===== config.mk =====
export PLATFORM = sky130hd
export DESIGN_NAME = or1200_qmem_arbiter
export DESIGN_NICKNAME = d
export VERILOG_FILES = /design/src/rtl/or1200_qmem_arbiter.sv
export SDC_FILE = /design/constraint.sdc
export NUM_CORES = 1
export LEC_CHECK = 0
export ABC_AREA = 1
export ABC_CLOCK_PERIOD_IN_PS = 1600
export CORE_AREA = 2 2 96 98
export CTS_BUF_LIST = sky130_fd_sc_hd__clkbuf_4 sky130_fd_sc_hd__clkbuf_8
export CTS_CLUSTER_SIZE = 24
export DETAILED_ROUTE_END_ITERATION = 12
export DIE_AREA = 0 0 98 100
export GPL_ROUTABILITY_DRIVEN = 0
export PLACE_DENSITY_LB_ADDON = 0.2
export SKIP_CTS_REPAIR_TIMING = 1
export SYNTH_ARGS = -nofsm -noshare
export SYNTH_HDL_FRONTEND = slang
export SYNTH_SLANG_ARGS = --single-unit

===== constraint.sdc =====
create_clock -name clk -period 1.6 [get_ports clk]
set_input_delay 0.24 -clock clk [delete_from_list [all_inputs] [get_ports clk]]
set_output_delay 0.24 -clock clk [all_outputs]
set_load 0.01 [all_outputs]

===== src/rtl/or1200_qmem_arbiter.sv =====
// Two-master (OR1200 QMEM data/instruction) to one-slave memory arbiter with a bounded slave timeout.
// Define OR1200_QMEM_ARB_DPRIO_EN for fixed data-master priority; otherwise round-robin on simultaneous requests.
module or1200_qmem_arbiter #(
    parameter int AW   = 24,
    parameter int TO_W = 8
) (
    input  logic          clk,
    input  logic          rst,
    input  logic          dcpu_cs,
    input  logic          dcpu_we,
    input  logic [3:0]    dcpu_sel,
    input  logic [AW-1:0] dcpu_adr,
    input  logic [31:0]   dcpu_dat_w,
    output logic [31:0]   dcpu_dat_r,
    output logic          dcpu_ack,
    input  logic          icpu_cs,
    input  logic [AW-1:0] icpu_adr,
    output logic [31:0]   icpu_dat_r,
    output logic          icpu_ack,
    output logic          mem_cs,
    output logic          mem_we,
    output logic [3:0]    mem_sel,
    output logic [AW-1:0] mem_adr,
    output logic [31:0]   mem_dat_w,
    input  logic [31:0]   mem_dat_r,
    input  logic          mem_ack
);

    typedef enum logic [1:0] {
        IDLE   = 2'd0,
        BUSY_D = 2'd1,
        BUSY_I = 2'd2
    } state_t;

    // Timeout fires on the cycle whose increment would bring tcnt to all-ones.
    localparam logic [TO_W-1:0] TCNT_FIRE = {{(TO_W-1){1'b1}}, 1'b0};
    localparam logic [TO_W-1:0] TCNT_ONE  = {{(TO_W-1){1'b0}}, 1'b1};

    state_t          state_q, state_d;
    logic            last_i_q, last_i_d;
    logic [TO_W-1:0] tcnt_q, tcnt_d;

    logic            pick_d;
    logic            is_d;
    logic            x_cs;
    logic            x_ack;
    logic [31:0]     x_dat;

    always_ff @(posedge clk or negedge rst) begin
        if (!rst) begin
            state_q  <= IDLE;
            last_i_q <= 1'b1;
            tcnt_q   <= '0;
        end else begin
            state_q  <= state_d;
            last_i_q <= last_i_d;
            tcnt_q   <= tcnt_d;
        end
    end

    always_comb begin
        state_d    = state_q;
        last_i_d   = last_i_q;
        tcnt_d     = tcnt_q;
        pick_d     = 1'b0;
        is_d       = 1'b0;
        x_cs       = 1'b0;
        x_ack      = 1'b0;
        x_dat      = 32'h0;
        mem_cs     = 1'b0;
        mem_we     = 1'b0;
        mem_sel    = 4'h0;
        mem_adr    = '0;
        mem_dat_w  = 32'h0;
        dcpu_ack   = 1'b0;
        icpu_ack   = 1'b0;
        dcpu_dat_r = 32'h0;
        icpu_dat_r = 32'h0;

        if (state_q == IDLE) begin
            tcnt_d = '0;
`ifdef OR1200_QMEM_ARB_DPRIO_EN
            pick_d = dcpu_cs;
`else
            pick_d = dcpu_cs & (~icpu_cs | last_i_q);
`endif
            if (dcpu_cs || icpu_cs) begin
                state_d  = pick_d ? BUSY_D : BUSY_I;
                last_i_d = ~pick_d;
            end
        end else begin
            is_d  = (state_q == BUSY_D);
            x_cs  = is_d ? dcpu_cs : icpu_cs;
            x_ack = mem_ack & x_cs;
            x_dat = mem_dat_r;

            mem_cs = x_cs;
            if (is_d) begin
                mem_we    = dcpu_we;
                mem_sel   = dcpu_sel;
                mem_adr   = dcpu_adr;
                mem_dat_w = dcpu_dat_w;
            end else begin
                mem_sel   = 4'hF;
                mem_adr   = icpu_adr;
            end

            // A dropped cs aborts; a real ack beats a same-cycle timeout.
            if (!x_cs || mem_ack) begin
                state_d = IDLE;
            end else if (tcnt_q == TCNT_FIRE) begin
                x_ack   = 1'b1;
                x_dat   = 32'hFFFF_FFFF;
                mem_cs  = 1'b0;
                tcnt_d  = tcnt_q + TCNT_ONE;
                state_d = IDLE;
            end else begin
                tcnt_d  = tcnt_q + TCNT_ONE;
            end

            dcpu_ack   = is_d & x_ack;
            icpu_ack   = ~is_d & x_ack;
            dcpu_dat_r = is_d ? x_dat : mem_dat_r;
            icpu_dat_r = is_d ? mem_dat_r : x_dat;
        end
    end

endmodule


==> flow_summary.yaml, run 1 <==
power_and_ir_drop:
  p_int_mw: 2.71
  switching_share_pct: 49.5
  combPwrFrac_pct: 86.7
  power-per-cell-area_mw_per_mm2: 1130
  peakVddDrop_mv: 0.712
  leakage_nw: 2.96
  p_sw_mw: 2.66
  power_frac_seq_pct: 7.6
  clkPwrFrac_pct: 5.6
  total_power_mw: 5.37
synthesis:
  synth_top_cell_area_share_pct: 16.2
  synthCells: 318
  syn_nets: 442
  ys_warn_count: 0
  syn_avg_cell_area_um2: 5.82
  ys_ff_latch: 11
  synthesis.area_mm2: 0.00185
  synth_top_area_cell: "a21oi_1"
  ys_types: 31
  yosys-top-cells-area: "a21oi_1 16%, inv_1 15%, dfrtp_1 14%"
  ys_seq_area_share_pct: 14.9
floorplan:
  ios: 250
  rows: 35
  dieWidth_um: 98
  die-area_mm2: 0.00980
  die_h_um: 100
  core-area_mm2: 0.00889
  initial_core_util_pct: 20.8
clocking:
  clock-sinks: 11
  numCtsBuffers: 3
  cts_buffer_depth: 2
  htreeDepth: 1
  clock_latency_ns: 0.24
  clockRootBuffer: "clkbuf_8"
  clk_pin_slew_ns: 0.05
  cts_tree: "built"
route:
  avgViaCountPerCell: 4.44
  firstDrtPassIters: 4
  wl_per_cell_um: 14.9
  ant_nets: 0
  remaining_drc_errors: 0
  wirelength_mm: 10.5
  drt-initial-drc-count: 41
  vias: 3120
sta:
  setup_viol: 77
  rsz0062_at_grt: "true"
  drv_slew: 0
  finalHoldViolCount: 0
  fin_ws_ns: -0.441
  fin_setup_tns_ns: -24.69
  fin_crit_sh_pct: 128
  clock_skew_ns: 0.00164
  slew_headroom_pct: 64.5
  max_freq_mhz: 490
  tightest_slew_ns: 0.530
  min_period_ns: 2.04
setup_path:
  crit_top_cell: "inv_2"
  crit_path_cell_trace: "inv_2 -> ha_4 -> inv_2 -> nor2_2 -> nand2_2 -> inv_4 -> nand4_4 -> clkbuf_16 -> a21oi_1 -> clkbuf_2"
  worstPathArrival_ns: 1.80
  critical_path.top_delay_family: "buffers and inverters"
  critPathCaptureType: "output pin"
  crit-reg2reg-launch: "state_q[0]"
  critPathMaxFanout: 8
  cp.required_ns: 1.36
  slowest_delay_ns: 0.38
  reg2regPathDepth: 7
  critPathLaunchType: "register"
  criticalPathCategory: "register to output pin"
  path_buf_inv: 5
  rrSetupSlack_ns: 0.13
  crit_slowest_cell: "dfrtp_1"
  critPathLaunch: "tcnt_q[0]"
  r2r_end: "tcnt_q[6]"
finish:
  nNetsFinal: 716
  final_common_cell: "clkdlybuf4s50_1"
  syn_to_final_growth_pct: 156
  fill_cells: 861
  n_antenna_cell: 0
  final_cell_mix: "121 x clkdlybuf4s50_1, 73 x inv_1, 64 x buf_2"
  drive_gt1_share_pct: 35.9
global_routing:
  grt_pass1_wl_mm: 14.4
  grt.overflow.total: 0
  grt_pass1_vias: 2857
  antenna_found_initial: 0
  grt_use_total_pct: 17.8
  grt_max_degree: 44
placed_design:
  dp_hpwl_mm: 7.85
  port_buffers: 249
status:
  failed_checks: "negative setup slack"
  status: "finished with violations"
run:
  drv_cap: 0
min_path:
  min_path_type: "primary input to asynchronous set/reset pin"
==> state kept, by name (all words and copies together) (netlist names) <==
name / cells
last_i_q: 1
state_q: 2
tcnt_q: 8
==> logic make-up after synthesis <==
family / after synthesis / share of synthesized area [%]
AO/OA/AOI/OAI: 95 / 31.6
AND/OR/NAND/NOR: 106 / 26.9
flip-flops: 11 / 14.9
buffers and inverters: 102 / 24.3
adder cells (fa/ha/maj): 2 / 1.35
XOR/XNOR: 2 / 0.946
==> through the flow <==
| step | instances | util (%) | hold slack (ns) | worst slack, ns | instance area, um2 |
|---|---|---|---|---|---|
| floorplan | 318 | - | -0.0556 | -0.00904 | 1880 |
| global placement | 683 | 51.9 | 0.459 | -0.697 | 4610 |
| detailed placement | 683 | 51.9 | 0.463 | -0.710 | 4610 |
| CTS | 687 | 52.4 | 0.360 | -0.819 | 4660 |
| global route | 702 | 53.3 | 0.396 | -0.559 | 4740 |
| finish | 702 | 53.3 | 0.351 | -0.441 | 4740 |
==> layout make-up <==
cell class / instances / area, um2 / area share [%]
multi-input cells: 205 / 1340 / 28.3
inverters: 80 / 315 / 6.65
clock buffers: 4 / 48.8 / 1.03
flip-flops and latches: 11 / 278 / 5.86
well taps: 111 / 139 / 2.93
repair buffers: 291 / 2620 / 55.3
==> metal layers <==
layer / track usage, % / vias to the layer above / wire length [um]
met5: 0 / - / 0
met3: 3.90 / 12 / 801
met1: 21.5 / 1406 / 4220
li1: - / 1546 / -
met2: 32.5 / 156 / 5330
met4: 3.95 / 0 / 136
==> power by group through the flow <==
stage	clock network, mW	logic, mW	registers, mW
after floorplan	0	2.15	0.381
after global placement	0	4.95	0.407
after detailed placement	0	4.96	0.408
after CTS	0.310	4.98	0.403
after global routing	0.324	5.05	0.418
final	0.302	4.66	0.410
==> Yosys cell counts <==
master,n
dfstp_2,1
a21boi_0,1
buf_2,3
or2_1,1
nand3_1,11
dfrtp_1,10
nand4_4,2
a21oi_2,4
xor2_1,2
a21oi_1,60
nor2_4,1
clkbuf_1,9
nor2_1,43
inv_1,76
inv_6,1
inv_2,2
nand4_1,2
nand2_8,1
ha_1,2
nor2_2,1
nand2_4,1
buf_4,1
buf_6,7
buf_1,2
nand2_1,39
o21ai_1,1
nand2_2,4
clkinv_2,1
o21bai_1,1
o21ai_0,4
a22o_1,24
==> worst max path at each step <==
stage / slack [ns] / end / depth (start not counted)
finish: -0.44 / icpu_dat_r[16] / 10
global placement: -0.70 / icpu_dat_r[14] / 7
floorplan: -0.009 / dcpu_dat_r[10] / 9
CTS: -0.82 / icpu_dat_r[14] / 10
detailed placement: -0.71 / icpu_dat_r[14] / 7
global route: -0.56 / icpu_dat_r[16] / 10
(Power assumes the default switching activity.)
==> run 2, diff against run 1 <==
RECOVER_POWER = 100   (was unset)
==> run 2 against run 1 <==
Net effect:
- the flow still finishes with violations (negative setup slack)
- die area unchanged
- sequential share of layout area stayed put
- clock-buffer cell count unchanged
- utilization did not move
- hold slack improved by 0.070 ns
- largest power group unchanged
==> flow_summary.yaml, run 2 (same netlist as run 1, synthesis figures left out) <==
finish:
  n_antenna_cell: 0
  stdcell_count: 702
  fin_util_pct: 53.3
  drive_gt1_share_pct: 35.9
  fill_cells: 861
  nNetsFinal: 716
  largest_reg_flops: 8
  final_area_mm2: 0.00474
  reg_top3: "tcnt_q: 8 flops, state_q: 2 flops, last_i_q: 1 flops"
  register_area_um2: 278
  final_common_cell: "clkdlybuf4s50_1"
  syn_to_final_growth_pct: 156
  final_cell_mix: "120 x clkdlybuf4s50_1, 73 x inv_1, 64 x buf_2"
  top_register: "tcnt_q"
  multiInputGateArea_mm2: 0.00134
clocking:
  numCtsBuffers: 3
  htreeDepth: 1
  cts_tree: "built"
  clk_pin_slew_ns: 0.05
  cts_buffer_depth: 2
  clock-sinks: 11
  clock_latency_ns: 0.24
  clockRootBuffer: "clkbuf_8"
sta:
  max_freq_mhz: 490
  fin_crit_sh_pct: 128
  drv_slew: 0
  finalHoldViolCount: 0
  fin_ws_ns: -0.441
  fin_setup_tns_ns: -24.69
  setup_viol: 77
  rsz0062_at_grt: "true"
  tightest_slew_ns: 0.535
  whs_ns: 0.421
  min_period_ns: 2.04
  clock_skew_ns: 0.00164
  slew_headroom_pct: 64.2
power_and_ir_drop:
  switching_share_pct: 49.5
  combPwrFrac_pct: 86.7
  total_power_mw: 5.37
  leakage_nw: 2.96
  p_sw_mw: 2.66
  p_int_mw: 2.71
  clkPwrFrac_pct: 5.6
  power-per-cell-area_mw_per_mm2: 1130
  peakVddDrop_mv: 0.712
  power_frac_seq_pct: 7.6
setup_path:
  crit_top_cell: "inv_2"
  rrSetupSlack_ns: 0.13
  crit-reg2reg-launch: "state_q[0]"
  reg2regPathDepth: 7
  path_depth: 10
  cp.required_ns: 1.36
  worstPathArrival_ns: 1.80
  crit_path_cell_trace: "inv_2 -> ha_4 -> inv_2 -> nor2_2 -> nand2_2 -> inv_4 -> nand4_4 -> clkbuf_16 -> a21oi_1 -> clkbuf_2"
  critPathLaunchType: "register"
  path_buf_inv: 5
  critPathMaxFanout: 8
  slowest_delay_ns: 0.38
  critPathCaptureType: "output pin"
  r2r_end: "tcnt_q[6]"
  crit_slowest_cell: "dfrtp_1"
  critical_path.top_delay_family: "buffers and inverters"
  criticalPathCategory: "register to output pin"
global_routing:
  grt_use_total_pct: 17.8
  grt_pass1_wl_mm: 14.4
  grt_pass1_vias: 2857
  grt.overflow.total: 0
  grt_max_degree: 44
  antenna_found_initial: 0
status:
  status: "finished with violations"
  failed_checks: "negative setup slack"
route:
  drt-initial-drc-count: 41
  vias: 3120
  remaining_drc_errors: 0
  firstDrtPassIters: 4
  avgViaCountPerCell: 4.44
  wl_per_cell_um: 14.9
  wirelength_mm: 10.5
  ant_nets: 0
floorplan:
  dieWidth_um: 98
  ios: 250
  initial_core_util_pct: 20.8
  die-area_mm2: 0.00980
  rows: 35
  die_h_um: 100
  core-area_mm2: 0.00889
placed_design:
  dp.cells: 683
  dp_hpwl_mm: 7.85
  place_area_mm2: 0.00461
  pre_cts_slack_ns: -0.710
  port_buffers: 249
run:
  drv_cap: 0
min_path:
  min_path_type: "primary input to asynchronous set/reset pin"
[run 2: power by group through the flow]
stage,Clock (mW),Combinational [mW],Sequential (mW)
global placement,0,4.95,0.407
CTS,0.310,4.98,0.403
global route,0.324,5.05,0.418
finish,0.302,4.66,0.410
floorplan,0,2.15,0.381
detailed placement,0,4.96,0.408
[run 2: layout make-up]
type | count | area share, %
multi-input cells | 205 | 28.3
inverters | 80 | 6.65
well taps | 111 | 2.93
repair buffers | 291 | 55.3
flip-flops and latches | 11 | 5.86
clock buffers | 4 | 1.03
[run 2: routing by layer]
metal	wire, um	GRT usage, %	up-vias
li1	-	-	1546
met2	5330	32.5	156
met4	136	3.95	0
met1	4220	21.5	1406
met3	801	3.90	12
met5	0	0	-
[run 2: worst reg2reg max path, delay by kind of cell, from the launching register on]
kind	cells	cell delay, ns
flops	1	0.45
compound gates	1	0.06
buf+inv	4	0.61
simple gates	2	0.25
[run 2: worst max-delay path by stage]
stage | startpoint | endpoint | slack [ns]
2_1_floorplan | tcnt_q[0] | dcpu_dat_r[10] | -0.009
3_3_place_gp | dcpu_cs | icpu_dat_r[14] | -0.70
3_5_place_dp | dcpu_cs | icpu_dat_r[14] | -0.71
4_1_cts | tcnt_q[0] | icpu_dat_r[14] | -0.82
5_1_grt | tcnt_q[0] | icpu_dat_r[16] | -0.56
6_report | tcnt_q[0] | icpu_dat_r[16] | -0.44
